==> src/rtl/aes_state_demux.sv <==
// aes_state_demux: collects a serial byte stream into a 16-byte AES state
// block (byte 0 in the top lane). It holds the finished block under
// backpressure, and can overlap delivery of one block with the first byte
// of the next.
module aes_state_demux #(
  parameter bit INVERT = 1'b1,  // undo the inverting selector upstream
  parameter int BYTES  = 16     // only 16 is meaningful; fill counter is 4 bits
) (
  input  logic               clk,
  input  logic               rst_n,
  input  logic [7:0]         i_in_data,
  input  logic               i_in_valid,
  output logic               o_in_ready,
  input  logic               i_flush,
  output logic [8*BYTES-1:0] o_out_block,
  output logic               o_out_valid,
  input  logic               i_out_ready,
  output logic [3:0]         o_fill_cnt
);

  typedef enum logic {FILL = 1'b0, FULL = 1'b1} state_t;

  state_t                r_state, w_state_nxt;
  logic [3:0]            r_fill_cnt, w_fill_cnt_nxt;
  logic [BYTES-1:0][7:0] r_lane;   // r_lane[BYTES-1] is byte 0
  logic                  w_cap;
  logic [7:0]            w_byte;

  // In FULL a byte can only enter when the held block leaves on the same edge.
  assign o_in_ready  = (r_state == FILL) | ((r_state == FULL) & i_out_ready & ~i_flush);
  // A flush in FILL still shows ready, but the offered byte is dropped.
  assign w_cap       = i_in_valid & o_in_ready & ~i_flush;
  assign w_byte      = i_in_data ^ {8{INVERT}};
  assign o_out_valid = (r_state == FULL);
  assign o_out_block = r_lane;
  assign o_fill_cnt  = r_fill_cnt;

  // Next state and fill count; flush wins over everything else.
  always_comb begin
    w_state_nxt    = r_state;
    w_fill_cnt_nxt = r_fill_cnt;
    case (r_state)
      FILL: begin
        if (i_flush) begin
          w_fill_cnt_nxt = 4'd0;
        end else if (w_cap) begin
          // Counter wraps 15 -> 0 exactly as the block completes.
          w_fill_cnt_nxt = r_fill_cnt + 4'd1;
          if (r_fill_cnt == 4'(BYTES - 1)) w_state_nxt = FULL;
        end
      end
      FULL: begin
        if (i_flush) begin
          w_state_nxt    = FILL;
          w_fill_cnt_nxt = 4'd0;
        end else if (i_out_ready) begin
          // Zero-bubble handoff: a byte taken on the delivery edge lands in lane 0.
          w_state_nxt    = FILL;
          w_fill_cnt_nxt = w_cap ? 4'd1 : 4'd0;
        end
      end
      default: begin
        w_state_nxt    = FILL;
        w_fill_cnt_nxt = 4'd0;
      end
    endcase
  end

  // State and counter registers.
  always_ff @(posedge clk or negedge rst_n) begin
    if (!rst_n) begin
      r_state    <= FILL;
      r_fill_cnt <= 4'd0;
    end else begin
      r_state    <= w_state_nxt;
      r_fill_cnt <= w_fill_cnt_nxt;
    end
  end

  // Lane capture: only the lane addressed by the fill count is written.
  // In FULL the count is 0, so an overlapped byte goes to lane 0.
  always_ff @(posedge clk or negedge rst_n) begin
    if (!rst_n) begin
      r_lane <= '0;
    end else if (w_cap) begin
      for (int i = 0; i < BYTES; i++) begin
        if (r_fill_cnt == 4'(i)) r_lane[BYTES-1-i] <= w_byte;
      end
    end
  end

endmodule

==> config.mk <==
export PLATFORM = sky130hd
export DESIGN_NAME = aes_state_demux
export DESIGN_NICKNAME = d
export VERILOG_FILES = /design/src/rtl/aes_state_demux.sv
export SDC_FILE = /design/constraint.sdc
export NUM_CORES = 1
export LEC_CHECK = 0
export BUFFER_PORTS_ARGS = -buffer_cell sky130_fd_sc_hd__buf_2
export CORE_MARGIN = 4
export CORE_UTILIZATION = 45
export DETAILED_ROUTE_END_ITERATION = 7
export MAX_ROUTING_LAYER = met4
export PLACE_DENSITY = 0.8
export SYNTH_ARGS = -nofsm -noshare
export SYNTH_HDL_FRONTEND = slang
export SYNTH_SLANG_ARGS = --single-unit
==> constraint.sdc <==
create_clock -name clk -period 3.96 [get_ports clk]
set_clock_uncertainty 0.05 [all_clocks]
set_input_delay 0.198 -clock clk [delete_from_list [all_inputs] [get_ports clk]]
set_output_delay 0.198 -clock clk [all_outputs]
set_load 0.05 [all_outputs]
Yosys cells after proc, flatten, opt, wreduce, memory -nomap -nowiden
Index checks and enable logic that the tools add are counted.
W data, S select, Z words.
Word-level totals
  register bits: 133
  input bits: 13
  output and inout bits: 134
  logic and storage cells: 74
Operators by class
  $add $sub $neg: 1
  equal/unequal tests: 17
  multiplexer cells: 12
  bitwise logic cells: 8
  reductions and logical operators: 18
Operators with widths (number)
  $reduce_and A2 Y1: 17
  $eq A4 B4 Y1 const B: 8
  $eq A4 B3 Y1 const B: 4
  $mux W4: 4
  $eq A4 B2 Y1 const B: 2
  $not A8 Y8: 1
  $pmux W4 S2: 1
  $mux W1: 6
  $ne A3 B3 Y1 const B: 2
  $add A4 B1 Y4 const B: 1
  $and A1 B1 Y1: 4
  $eq A4 B1 Y1 const B: 1
  $logic_not A4 Y1: 1
  $not A1 Y1: 2
  $pmux W1 S2: 1
  $or A1 B1 Y1: 1

Longest topological paths before layout
  depth in word-level cells: 9
  mapped depth: 7
  depth with buffers taken out: 5

Least setup slack after synthesis
Ideal clock, no wire load.
  path kind: register to register
  start: register r_state, in the netlist o_out_valid
  end: register r_lane, in the netlist o_out_block[10]
  library setup time: 80 ps
  arrival time: 1795 ps
  required time: 3830 ps
  slack: 2035 ps
  cell stages (with the launch flop): 7
  path through: dfrtp_1 buf_6 nor2b_4 buf_6 buf_12 nor3_4 mux2i_1
Between the ends
  word-level cells in the longest chain between the ends: 6
  elaborated cells between the ends (all ways): 7
  those cells by class: 6 x bitwise; 1 x reduce/logical
RTL lines
  start: declaration: RTL line 23  | state_t r_state, w_state_nxt;
  start signal: assignment: RTL line 75  | r_state <= w_state_nxt;
  $and A1 B1 Y1 (2 in a row): RTL line 30  | assign o_in_ready = (r_state == FILL) | ((r_state == FULL) & i_out_ready & ~i_flush);
  $or A1 B1 Y1 *: RTL line 30
  $and A1 B1 Y1 * (2 in a row): RTL line 32  | assign w_cap = i_in_valid & o_in_ready & ~i_flush;
  $reduce_and A2 Y1 (no source line) *
  end signal: indexed assignment: RTL line 87  | if (r_fill_cnt == 4'(i)) r_lane[BYTES-1-i] <= w_byte;
  end: declaration: RTL line 25  | logic [BYTES-1:0][7:0] r_lane;
Every way passes the cells marked *; elsewhere a longest branch is shown, timed or not.
A chain may end at the register's enable or synchronous reset.

Final worst setup path
  start: register r_fill_cnt[0], in the netlist o_fill_cnt[0]
  end: register r_lane, in the netlist o_out_block[0]
Between the ends
  word-level cells in the longest chain between the ends: 2
RTL lines
  start: declaration: RTL line 24  | logic [3:0] r_fill_cnt, w_fill_cnt_nxt;
  start signal: assignment: RTL line 76  | r_fill_cnt <= w_fill_cnt_nxt;
  $eq A4 B4 Y1: RTL line 87
  $reduce_and A2 Y1 (no source line)
No other way between the ends.

==> results by group <==
Power
  – Total power after layout: about 3.9 mW
  – PwrDens: approximately 540 nW/µm²
  – VDD IR max: around 0.25 mV
  – Leakage: roughly 3.7 nW

Yosys
  – Asr flop ratio synth: 100%
  – Post-synth top area cell: dfrtp_1
  – Mux contribution to synthesized area: approximately 22%
  – Post-synth EDFFs: 0
  – Adder-Cell Fraction of Synth Area: less than 1%
  – Count leader, synth: dfrtp_1
  – Yosys cell types: 27
  – Synth Area in Simple Gates: under 10%
  – Avg Synthesized Cell Area: between 10 and 15 µm²
  – Cells after Synth: around 470
  – Most instantiated cells after synthesis: 133 x dfrtp_1, 131 x inv_1, 128 x mux2i_1
  – Flip-flop and latch count after synthesis: approximately 130
  – Predominant post-synthesis flop cell: dfrtp_1
  – Yosys top cell area share: 57.6%
  – Combinational family with the most area after synthesis: multiplexers
  – Syn nets: between 400 and 500
  – Synth Area in Compound Gates: 0.757%
  – Post-synthesis sequential area ratio: a little under three fifths
  – Yosys synthesis warning count: 0
  – Largest cells by area after synthesis: dfrtp_1 58%, mux2i_1 22%, inv_1 8.5%, nor3_4 3.1%, nand4_4 1.5%
  – Synth Area in XOR/XNOR: 0%
  – Cell Area, Synth: ~5800 µm²

Floorplan
  – Chip width: 121 µm
  – IO Count: around 150
  – Std-Cell Rows: 41
  – Core ar.: between 10000 and 15000 µm²
  – Die area: roughly 15000 µm²
  – Effective utilization at floorplan: 45.8%
  – DIE HEIGHT: 121 µm

Placed design
  – HPWL after DPL: slightly below 10000 µm
  – Post-Place Cell Area: 6630 µm²
  – Routability Congestion: roughly 0.90
  – Port bufs: roughly 150

Clock network
  – # H-tree levels: 4
  – TritonCTS clock tree: yes
  – CTS root buffer: clkbuf_16
  – Number of post-CTS setup repair buffers: 0
  – Cts repair resizes: 0
  – Skew-Pair Late Insertion Delay: ~0.40 ns
  – Hold-fix buffers at CTS: 1
  – CTS Buffer Depth: 2
  – Clk pin slew, worst setup/hold paths: approximately 0.060 ns
  – CTS buffer count: 17
  – Clock sink count: ~130

Timing
  – Final hold vios: 0
  – Max-slew headroom: a little under two fifths
  – Worst-Margin Slew: ~0.9 ns
  – Max Clock Freq: between 0.4 and 0.5 GHz
  – Unrepaired setup endpoints after global routing: no
  – Setup-failing EPs final: 0
  – Slew Limit Fails: 0
  – Tmin final: 2.04 ns
  – Final setup TNS: 0 ns
  – Fin crit share: about half

Layout
  – Layout fillers: 1085
  – Share of post-route cells with drive strength above 1: between 30 and 40%
  – Area delta synth->final: 25.0%
  – Nets: roughly 640
  – Final instance area: 7230 µm²
  – Diode count: 0

Drt
  – DR iter-0 viols: 156
  – WL/cell: 17.8 µm
  – DRT Wirelength: around 14000 µm
  – DR vias/cell: approximately 4.8
  – Antenna viol nets, final: 0
  – 1st-pass router iterations: 4
  – Via count: between 3000 and 4000
  – Drt drc: 0

Global route
  – Grt ovf: 0
  – First-pass GRT wire length: around 23000 µm
  – Largest net degree at the start of global routing: about 100
  – Vias in the first global route: 4189
  – Initial antenna violation count: 0
  – Overall Global Routing Usage: around a fifth

Outcome
  – Outcome: completed

Setup path
  – Worst Setup Path Type: flop to flop
  – Highest net fanout along the worst path: 9
  – Worst EP required: between 4 and 5 ns
  – Crit end category: flop
  – Critical path arrival: about 2.3 ns
  – CP Launch Type: flop
  – R2R Setup Slk: 1.92 ns

Job
  – Max-Cap Viols: 0

Min path
  – Worst hold path type: primary input to flop
==> through the flow <==
| stage | setup WS [ns] | std cells | utilization, % | hold WS [ns] |
|---|---|---|---|---|
| 6_report | 1.92 | 803 | 57.3 | 0.0164 |
| 5_1_grt | 1.79 | 803 | 57.3 | 0.0254 |
| 4_1_cts | 1.90 | 803 | 57.3 | 0.000516 |
| 3_5_place_dp | 1.92 | 770 | 52.6 | 0.333 |
| 3_3_place_gp | 2.02 | 770 | 52.6 | 0.306 |
| 2_1_floorplan | 2.03 | 469 | - | -0.148 |
==> worst paths after layout <==
check | start | end | cells after the start
min in group asynchronous | rst_n | o_out_block[52] | 2
hold / removal | i_flush | o_fill_cnt[1] | 2
hold reg to reg | o_out_block[22] | o_out_block[22] | 2
setup / recovery | o_fill_cnt[0] | o_out_block[0] | 4
setup reg to reg | o_fill_cnt[0] | o_out_block[0] | 4
max in group asynchronous | rst_n | o_out_block[122] | 3
==> final cells by class <==
cell class / instances / area [µm²] / share of cell area (%)
clock inverters: 9 / 95.1 / 1.32
well taps: 172 / 215 / 2.98
repair buffers: 148 / 754 / 10.4
multi-input cells: 187 / 1850 / 25.6
clock buffers: 23 / 488 / 6.75
inverters: 131 / 492 / 6.81
flip-flops and latches: 133 / 3330 / 46.1
==> cell usage in the layout, fill, tap and decap left out, drive strengths merged, types with 4 or more instances in the layout <==
master	netlist	layout
mux2i	128	128
buf	8	147
a21oi	4	4
ha	4	4
dfrtp	133	133
clkinvlp	0	4
clkbuf	10	23
inv	131	132
nor3	12	12
nand3b	10	10
nand3	6	6
nor2	5	5
nand4	5	5
==> state kept, by name (all words and copies together), names as in the netlist <==
register     cells
o_fill_cnt       4
o_out_block    128
o_out_valid      1
==> power by group <==
group          switching (mW)  leakage [nW]  internal (mW)
Clock                   0.589         0.272          0.936
Combinational           0.671          2.05          0.169
Sequential             0.0739          1.33           1.49
Total                    1.33          3.65           2.59
==> metal layers <==
metal  vias up  wire length (µm)  GRT usage (%)
li1       1764                 -              -
met3        28               860           5.59
met5         -                 0              -
met2       105              7230           34.2
met4         0               335           7.35
met1      1927              5870           25.4
==> worst max-delay path, stage by stage (launching register included) <==
cell and delay, ns:
dfrtp_1 0.49, ha_1 0.34, nand3_1 0.13, nor3_2 0.67
mux2i_1 0.27
==> cell families (layout without fill, tap and decap cells) <==
kind of cell / Yosys count / after routing
buf+inv: 149 / 311
flops: 133 / 133
mux: 129 / 129
simple gates: 46 / 46
compound gates: 8 / 8
fa+ha+maj: 4 / 4
(Power assumes the default switching activity.)
